**src/rtl/div_pkg.sv**
```systemverilog
// rtl/div_pkg.sv - shared widths and control-strobe bit roles for the divider datapath.
package div_pkg;
  localparam int WIDTH = 32;
  localparam int CNT_W = 5;
  localparam int AW    = WIDTH + 1;

  // Bit positions of c0..c6 when the strobes are packed into a control word
  localparam int LOAD   = 0;
  localparam int SHIFT  = 1;
  localparam int ADDSUB = 2;
  localparam int SUBSEL = 3;
  localparam int QSET   = 4;
  localparam int OUT_R  = 5;
  localparam int OUT_Q  = 6;
  localparam int NCTL   = 7;
endpackage

```
**src/rtl/divider_datapath_if.sv**
```systemverilog
// rtl/divider_datapath_if.sv - control-word, operand and result signals between control unit and datapath.
// Optional dz status is present only when DIV_ZERO_DETECT_EN is defined.
interface divider_datapath_if;
  import div_pkg::*;

  logic             c0;
  logic             c1;
  logic             c2;
  logic             c3;
  logic             c4;
  logic             c5;
  logic             c6;
  logic [WIDTH-1:0] dividend;
  logic [WIDTH-1:0] divisor;
  logic             s;
  logic             count31;
  logic [WIDTH-1:0] outbus;
`ifdef DIV_ZERO_DETECT_EN
  logic             dz;
`endif

  modport master (
    output c0, c1, c2, c3, c4, c5, c6, dividend, divisor,
`ifdef DIV_ZERO_DETECT_EN
    input  dz,
`endif
    input  s, count31, outbus
  );

  modport slave (
    input  c0, c1, c2, c3, c4, c5, c6, dividend, divisor,
`ifdef DIV_ZERO_DETECT_EN
    output dz,
`endif
    output s, count31, outbus
  );
endinterface

```
**src/rtl/div_addsub.sv**
```systemverilog
// rtl/div_addsub.sv - combinational modulo-2^W adder/subtractor for the partial remainder.
module div_addsub #(
  parameter int W = 33
) (
  input  logic [W-1:0] a,
  input  logic [W-1:0] b,
  input  logic         sub,
  output logic [W-1:0] sum
);
  assign sum = sub ? (a - b) : (a + b);
endmodule

```
**src/rtl/divider_datapath.sv**
```systemverilog
// rtl/divider_datapath.sv - unsigned non-restoring division datapath driven by strobes c0..c6.
// Define DIV_ZERO_DETECT_EN to add the sticky divide-by-zero flag and dz port.
module divider_datapath
  import div_pkg::*;
(
  input  logic           clk,
  input  logic           rst_b,
  divider_datapath_if.slave bus
);

  logic [AW-1:0]    a_reg;
  logic [WIDTH-1:0] q_reg;
  logic [WIDTH-1:0] m_reg;
  logic [CNT_W-1:0] cnt;
  logic [WIDTH-1:0] out_reg;
  logic [AW-1:0]    addsub_sum;

`ifdef DIV_ZERO_DETECT_EN
  logic             dz_reg;
  logic [WIDTH-1:0] dvd_shadow;
`endif

  div_addsub #(.W(AW)) u_addsub (
    .a   (a_reg),
    .b   ({1'b0, m_reg}),
    .sub (bus.c3),
    .sum (addsub_sum)
  );

  always_ff @(posedge clk or negedge rst_b) begin
    if (!rst_b) begin
      a_reg   <= '0;
      q_reg   <= '0;
      m_reg   <= '0;
      cnt     <= '0;
      out_reg <= '0;
    end else if (bus.c0) begin
      a_reg <= '0;
      q_reg <= bus.dividend;
      m_reg <= bus.divisor;
      cnt   <= '0;
    end else begin
      if (bus.c1) begin
        {a_reg, q_reg} <= {a_reg[WIDTH-1:0], q_reg, 1'b0};
      end else begin
        // c4 alongside c2 is the final correction: quotient bit uses the sign before the add
        if (bus.c2) a_reg    <= addsub_sum;
        if (bus.c4) q_reg[0] <= ~a_reg[WIDTH];
      end
      if (bus.c4) cnt <= cnt + 1'b1;

`ifdef DIV_ZERO_DETECT_EN
      if (bus.c6)      out_reg <= dz_reg ? {WIDTH{1'b1}} : q_reg;
      else if (bus.c5) out_reg <= dz_reg ? dvd_shadow : a_reg[WIDTH-1:0];
`else
      if (bus.c6)      out_reg <= q_reg;
      else if (bus.c5) out_reg <= a_reg[WIDTH-1:0];
`endif
    end
  end

`ifdef DIV_ZERO_DETECT_EN
  always_ff @(posedge clk or negedge rst_b) begin
    if (!rst_b) begin
      dz_reg     <= 1'b0;
      dvd_shadow <= '0;
    end else if (bus.c0) begin
      dz_reg     <= (bus.divisor == '0);
      dvd_shadow <= bus.dividend;
    end
  end

  assign bus.dz = dz_reg;
`endif

  assign bus.s       = a_reg[WIDTH];
  assign bus.count31 = (cnt == CNT_W'(WIDTH - 1));
  assign bus.outbus  = out_reg;

endmodule

```
**src/flat_wrapper.sv**
```systemverilog
// flat-port wrapper written by rule: the top's interface ports become plain ports
module divider_datapath_flat import div_pkg::*;
  (clk, rst_b, bus_c0, bus_c1, bus_c2, bus_c3, bus_c4, bus_c5, bus_c6, bus_dividend, bus_divisor, bus_s, bus_count31, bus_outbus);
  divider_datapath_if bus_i ();
  input  logic clk;
  input  logic rst_b;
  input wire logic [$bits(bus_i.c0)-1:0] bus_c0;
  input wire logic [$bits(bus_i.c1)-1:0] bus_c1;
  input wire logic [$bits(bus_i.c2)-1:0] bus_c2;
  input wire logic [$bits(bus_i.c3)-1:0] bus_c3;
  input wire logic [$bits(bus_i.c4)-1:0] bus_c4;
  input wire logic [$bits(bus_i.c5)-1:0] bus_c5;
  input wire logic [$bits(bus_i.c6)-1:0] bus_c6;
  input wire logic [$bits(bus_i.dividend)-1:0] bus_dividend;
  input wire logic [$bits(bus_i.divisor)-1:0] bus_divisor;
  output wire logic [$bits(bus_i.s)-1:0] bus_s;
  output wire logic [$bits(bus_i.count31)-1:0] bus_count31;
  output wire logic [$bits(bus_i.outbus)-1:0] bus_outbus;
  assign bus_i.c0 = bus_c0;
  assign bus_i.c1 = bus_c1;
  assign bus_i.c2 = bus_c2;
  assign bus_i.c3 = bus_c3;
  assign bus_i.c4 = bus_c4;
  assign bus_i.c5 = bus_c5;
  assign bus_i.c6 = bus_c6;
  assign bus_i.dividend = bus_dividend;
  assign bus_i.divisor = bus_divisor;
  assign bus_s = bus_i.s;
  assign bus_count31 = bus_i.count31;
  assign bus_outbus = bus_i.outbus;
  divider_datapath u_core (.clk(clk), .rst_b(rst_b), .bus(bus_i));
endmodule
```
**config.mk**
```make
export PLATFORM = sky130hd
export DESIGN_NAME = divider_datapath_flat
export DESIGN_NICKNAME = d
export VERILOG_FILES = /design/src/rtl/div_pkg.sv /design/src/rtl/divider_datapath_if.sv /design/src/rtl/div_addsub.sv /design/src/rtl/divider_datapath.sv /design/src/flat_wrapper.sv
export SDC_FILE = /design/constraint.sdc
export NUM_CORES = 1
export LEC_CHECK = 0
export BUFFER_PORTS_ARGS = -buffer_cell sky130_fd_sc_hd__buf_2
export CAP_MARGIN = 20
export CELL_PAD_IN_SITES_DETAIL_PLACEMENT = 1
export CELL_PAD_IN_SITES_GLOBAL_PLACEMENT = 1
export CORE_MARGIN = 1.5
export CORE_UTILIZATION = 43
export CTS_BUF_LIST = sky130_fd_sc_hd__clkbuf_4 sky130_fd_sc_hd__clkbuf_8
export DETAILED_ROUTE_END_ITERATION = 7
export HOLD_SLACK_MARGIN = 0.12
export PLACE_DENSITY = 0.84
export SYNTH_ARGS = -nofsm -noshare
export SYNTH_HDL_FRONTEND = slang
export SYNTH_HIERARCHICAL = 1
export SYNTH_SLANG_ARGS = --single-unit
```
**constraint.sdc**
```tcl
create_clock -name clk -period 3.89 [get_ports clk]
set_input_delay 0.5835 -clock clk [delete_from_list [all_inputs] [get_ports clk]]
set_output_delay 0.5835 -clock clk [all_outputs]
set_load 0.05 [all_outputs]
```
After elaboration in Yosys (flattened, before gate mapping):

Cells that the tools add are included.
W data, S select, Z words.

* register bits: 134
* input port bits: 73
* output and inout bits: 34
* logic and storage cells: 30

* $add $sub $neg: 3
* eq/ne operators: 1
* muxes and demuxes: 12
* bitwise operators: 2
* reductions and logical operators: 6

Operator list (number)
* $mux W33: 4
* $mux W32: 3
* $add A33 B32 Y33: 1
* $sub A33 B32 Y33: 1
* $mux W31: 1
* $mux W5: 2
* $reduce_bool A2 Y1: 3
* $reduce_bool A3 Y1: 2
* $add A5 B1 Y5 const B: 1
* $eq A5 B5 Y1 const B: 1
* $mux W1: 2
* $not A1 Y1: 2
* $reduce_and A2 Y1: 1

Longest topological paths before layout:

* depth in word-level cells: 5
* depth in mapped cells: 18
* mapped depth without buffers: 17

Hierarchy:

The synthesis kept the hierarchy.

Modules (own cells, without submodules)
* divider_datapath: times used 1, cells an instance 559, area each 6756.5 sq um
* div_addsub: times used 1, cells an instance 369, area each 2537.4 sq um

Least setup slack after synthesis:

No wires, ideal clock.

* path type: register -> register
* from: reg u_core.m_reg[6]
* to: reg u_core.a_reg[32]
* setup time: 0.094 ns
* arrival: 4.063 ns
* path slack: -0.267 ns
* cell stages (with the launch flop): 19
* cell sequence: dfrtp_1 -> or4_4 -> or3_4 -> nor3b_4 -> nand2_2 -> nor2_4 -> a21oi_1 -> xnor2_1 -> ha_1 -> clkbuf_1 -> a21o_1 -> a21o_1 -> a21o_1 -> a221oi_1 -> o21ai_0 -> a211oi_1 -> xnor2_1 -> mux2i_1 -> a211oi_1

* cells in the longest elaborated chain, start to end: 5

Ends and longest elaborated chain
* start: declaration: RTL line divider_datapath.sv:13 `logic [WIDTH-1:0] m_reg;`
* start signal: assignment: RTL line divider_datapath.sv:40 `m_reg <= bus.divisor;`
* $add A33 B32 Y33 / $sub A33 B32 Y33 (equally long branches): RTL line div_addsub.sv:10 `assign sum = sub ? (a - b) : (a + b);`
* $mux W33 (*): RTL line div_addsub.sv:10
* net u_core.addsub_sum[32]: RTL line divider_datapath.sv:16 `logic [AW-1:0] addsub_sum;`
* $mux W33 (*): RTL line divider_datapath.sv:47 `if (bus.c2) a_reg <= addsub_sum;`
* $mux W33 (*): RTL line divider_datapath.sv:43 `if (bus.c1) begin`
* $mux W33 (*): RTL line divider_datapath.sv:37 `end else if (bus.c0) begin`
* end signal: assignment: RTL line divider_datapath.sv:44 `{a_reg, q_reg} <= {a_reg[WIDTH-1:0], q_reg, 1'b0};`
* end signal: assignment: RTL line divider_datapath.sv:47
* end: declaration: RTL line divider_datapath.sv:11 `logic [AW-1:0] a_reg;`

The timed path passes the listed nets; every way through them passes the cells marked *. The select of a mux whose other input is x is not followed.
A chain may end at the register's enable or synchronous reset.

Final worst setup path:

* from: reg u_core.m_reg[5]
* to: reg u_core.a_reg[31]

Same word-level chain as after synthesis.

==> impl_metrics.yaml <==
status:
  status: "complete, but fails checks"
  violations: "negative setup slack"
timing:
  slew_viol_final: 0
  slew-limit-headroom: 0.2890
  fmax_ghz: 0.2357
  skew_ps: 13.58
  finalWorstSetupSlack_ps: -353.5
  finalCritPeriodShare: 1.091
  tns_ps: -4228
  min_period_ps: 4243
  timing.final.hold_violations: 0
  tightestPinTransition_ps: 1064
  finalSetupViolCount: 19
  grt_setup_unrepaired: "yes"
  hold_slack_ps: 240.4
clock_tree:
  clk_pin_slew_ps: 100
  tritoncts: "done"
  clockBufferDepth: 2
  cts_made_buffers: 17
  clock_sinks: 134
  holdBufCountCts: 0
  ctsHtreeMaxLevel: 4
  worstSkewPairLatency_ps: 470
  cts-root-buf: "clkbuf_8"
floorplanning:
  die-height_um: 150.0
  start_util: 0.4407
  dieArea_um2: 22500
  fp.coreArea_um2: 21090
  die_x_um: 150.0
  io_pins: 107
  row_count: 53
final_layout:
  final_area_um2: 11380
  layout_commonest_cell: "dfrtp_1"
  areaGrowthSynthToFinish_pct: 22.50
  largest_register_ffs: 33
  fin_cells: 1395
  post-route-util: 0.5399
  nets: 1216
  layout_common_cells: "134 x dfrtp_1, 106 x buf_4, 104 x buf_2"
  drive_above_1_share: 0.3643
  antenna_cells: 0
power:
  switching_share: 0.3945
  power_switching_mw: 1.999
  power_mw: 5.066
  p_per_area_nw_per_um2: 445.0
  p_leak_nw: 5.157
  pwr-share-comb: 0.415
  vdd_drop_max_mv: 0.2558
  sequentialPowerShare: 0.341
  power_frac_clock: 0.244
  internal-power_mw: 3.068
setup_path:
  crit_type: "flop to flop"
  crit_fanout: 5
  end_kind: "flop"
  r2r_setup_slack_ps: -350
  critPathLaunchType: "flop"
  cp.required_ps: 4270
  cp_data_arrival_time_ps: 4620
global_routing:
  grt_overflow: 0
  grt_max_degree: 97
  grt_use_total: 0.2451
  grt_pass1_wl_mm: 43.01
  antenna_found_initial: 1
  grt_pass1_vias: 8377
drt:
  wirelength_mm: 27.65
  post-route-drc-count: 0
  first_pass_iters: 4
  wl_per_cell_um: 19.82
  drt-initial-drc-count: 369
  vias: 8001
  postRouteAntennaNets: 0
  via_per_inst: 5.735
yosys:
  ys_ff_latch: 134
  ys_async_sr_fraction: 1.000
  synth_area_leaders: "dfrtp_1 36%, mux2i_1 7.2%, a211oi_2 6.2%, xnor2_1 5.0%, ha_1 4.7%"
  synth.net_count: 1037
  synth_edf_count: 0
  yosysWarnings: 6
  ys_seq_area_frac: 0.3608
  avgSynthCellArea_um2: 10.01
  synthFlopType: "dfrtp_1"
  syn_inst: 928
  synth_top_cell_by_area: "dfrtp_1"
  synth.distinct_cells: 74
  synth_area_um2: 9294
  netlist.area_leader.share: 0.3608
worst_hold_path:
  hp-class: "input pin to async pin"
place:
  place_congestion: 0.8746
  dp_slack_ps: -416.7
  place_area_um2: 10480
  portBuffers: 106
  dp_hpwl_mm: 18.77
  dp.cells: 1337
run:
  drv_cap: 0
==> cell families (layout without fill, tap and decap cells) <==
group / after synthesis / after routing / synth area share
and+or+nand+nor: 264 / 264 / 0.1690
AOI/OAI and AO/OA: 224 / 224 / 0.1856
DFF: 134 / 134 / 0.3608
buffers and inverters: 111 / 303 / 0.06570
muxes: 100 / 100 / 0.1146
xor gates and xnor gates: 58 / 58 / 0.05466
adders and majority gates: 36 / 36 / 0.04927
other: 1 / 1 / 0.0004035
==> final timing paths <==
path / end / depth (start not counted) / start
max: u_core/a_reg[31] / 16 / u_core/m_reg[5]
min: u_core/bus.outbus[16] / 1 / rst_b
max reg2reg: u_core/a_reg[31] / 16 / u_core/m_reg[5]
min reg2reg: u_core/bus.outbus[21] / 2 / u_core/bus.outbus[21]
max in group asynchronous: u_core/q_reg[18] / 2 / rst_b
min in group clk: u_core/q_reg[8] / 3 / bus_dividend[8]
==> worst max-delay path, stage by stage (launching register included) <==
cell and delay (ps):
dfrtp_1 390, or4_4 530, or3_4 380, nor3b_4 300
buf_4 170, a21oi_2 50, xnor2_1 180, ha_1 320
nand2_2 100, nor2_1 50, a221o_1 350, a221o_1 340
a211o_1 280, a31o_1 200, a31oi_1 150, mux2i_1 110
a211oi_2 240
==> layout make-up <==
type / instances / area [µm²]
fill: 2396 / 9703
clock inverter: 14 / 165.2
clock buffer: 18 / 241.5
multi-input combinational: 683 / 5650
sequential: 134 / 3353
tap: 275 / 344.1
timing repair buffer: 219 / 1435
inverter: 52 / 195.2
==> layer usage <==
| metal | wire length [µm] | GRT usage | part of all wire | up-vias |
|---|---|---|---|---|
| met2 | 15060 | 0.4612 | 0.54 | 150 |
| met1 | 10950 | 0.2759 | 0.40 | 4064 |
| met3 | 756 | 0.03841 | 0.027 | 63 |
| li1 | - | - | - | 3724 |
| met5 | 0 | 0 | 0 | - |
| met4 | 886 | 0.08971 | 0.032 | 0 |
==> Yosys cell counts, types with 2 or more instances <==
| master | instances |
|---|---|
| xor2_1 | 5 |
| dfrtp_1 | 134 |
| nor2_1 | 43 |
| o21a_1 | 4 |
| nand4b_1 | 2 |
| o31ai_1 | 2 |
| nand2_1 | 52 |
| buf_4 | 2 |
| ha_1 | 35 |
| and3_1 | 5 |
| o21bai_1 | 6 |
| mux2_4 | 6 |
| a31oi_1 | 7 |
| o21ai_1 | 11 |
| a221o_1 | 4 |
| or4_1 | 2 |
| clkbuf_1 | 13 |
| mux2_2 | 27 |
| o21ai_0 | 36 |
| nor4_1 | 3 |
| and2_1 | 5 |
| nor3b_1 | 36 |
| buf_2 | 22 |
| a211oi_1 | 24 |
| nand3_1 | 12 |
| mux2i_1 | 67 |
| nor4b_1 | 31 |
| a211oi_2 | 46 |
| a21oi_1 | 51 |
| a21o_1 | 13 |
| or2_2 | 2 |
| o2111ai_1 | 2 |
| inv_1 | 51 |
| buf_6 | 21 |
| xnor2_1 | 53 |
| nor2b_1 | 36 |
| o211ai_1 | 3 |
| nand4_1 | 5 |
| nor3_1 | 14 |
==> power groups by stage <==
stage                     combinational [mW]  clock (mW)  sequential (mW)
after floorplan                         1.11           0             1.89
after global placement                  1.79           0             1.75
after detailed placement                1.85           0             1.75
after CTS                               1.96        1.27             1.73
after global routing                    2.25        1.33             1.75
final                                   2.10        1.24             1.73
==> repair_timing <==
action                     in CTS  in global routing
resized for setup              26                 46
buffers inserted               16                 11
cloned                          0                  0
setup endpoints to repair      17                 19
pin swaps                      43                 48
Note: power is estimated with default switching activity, not from simulation.
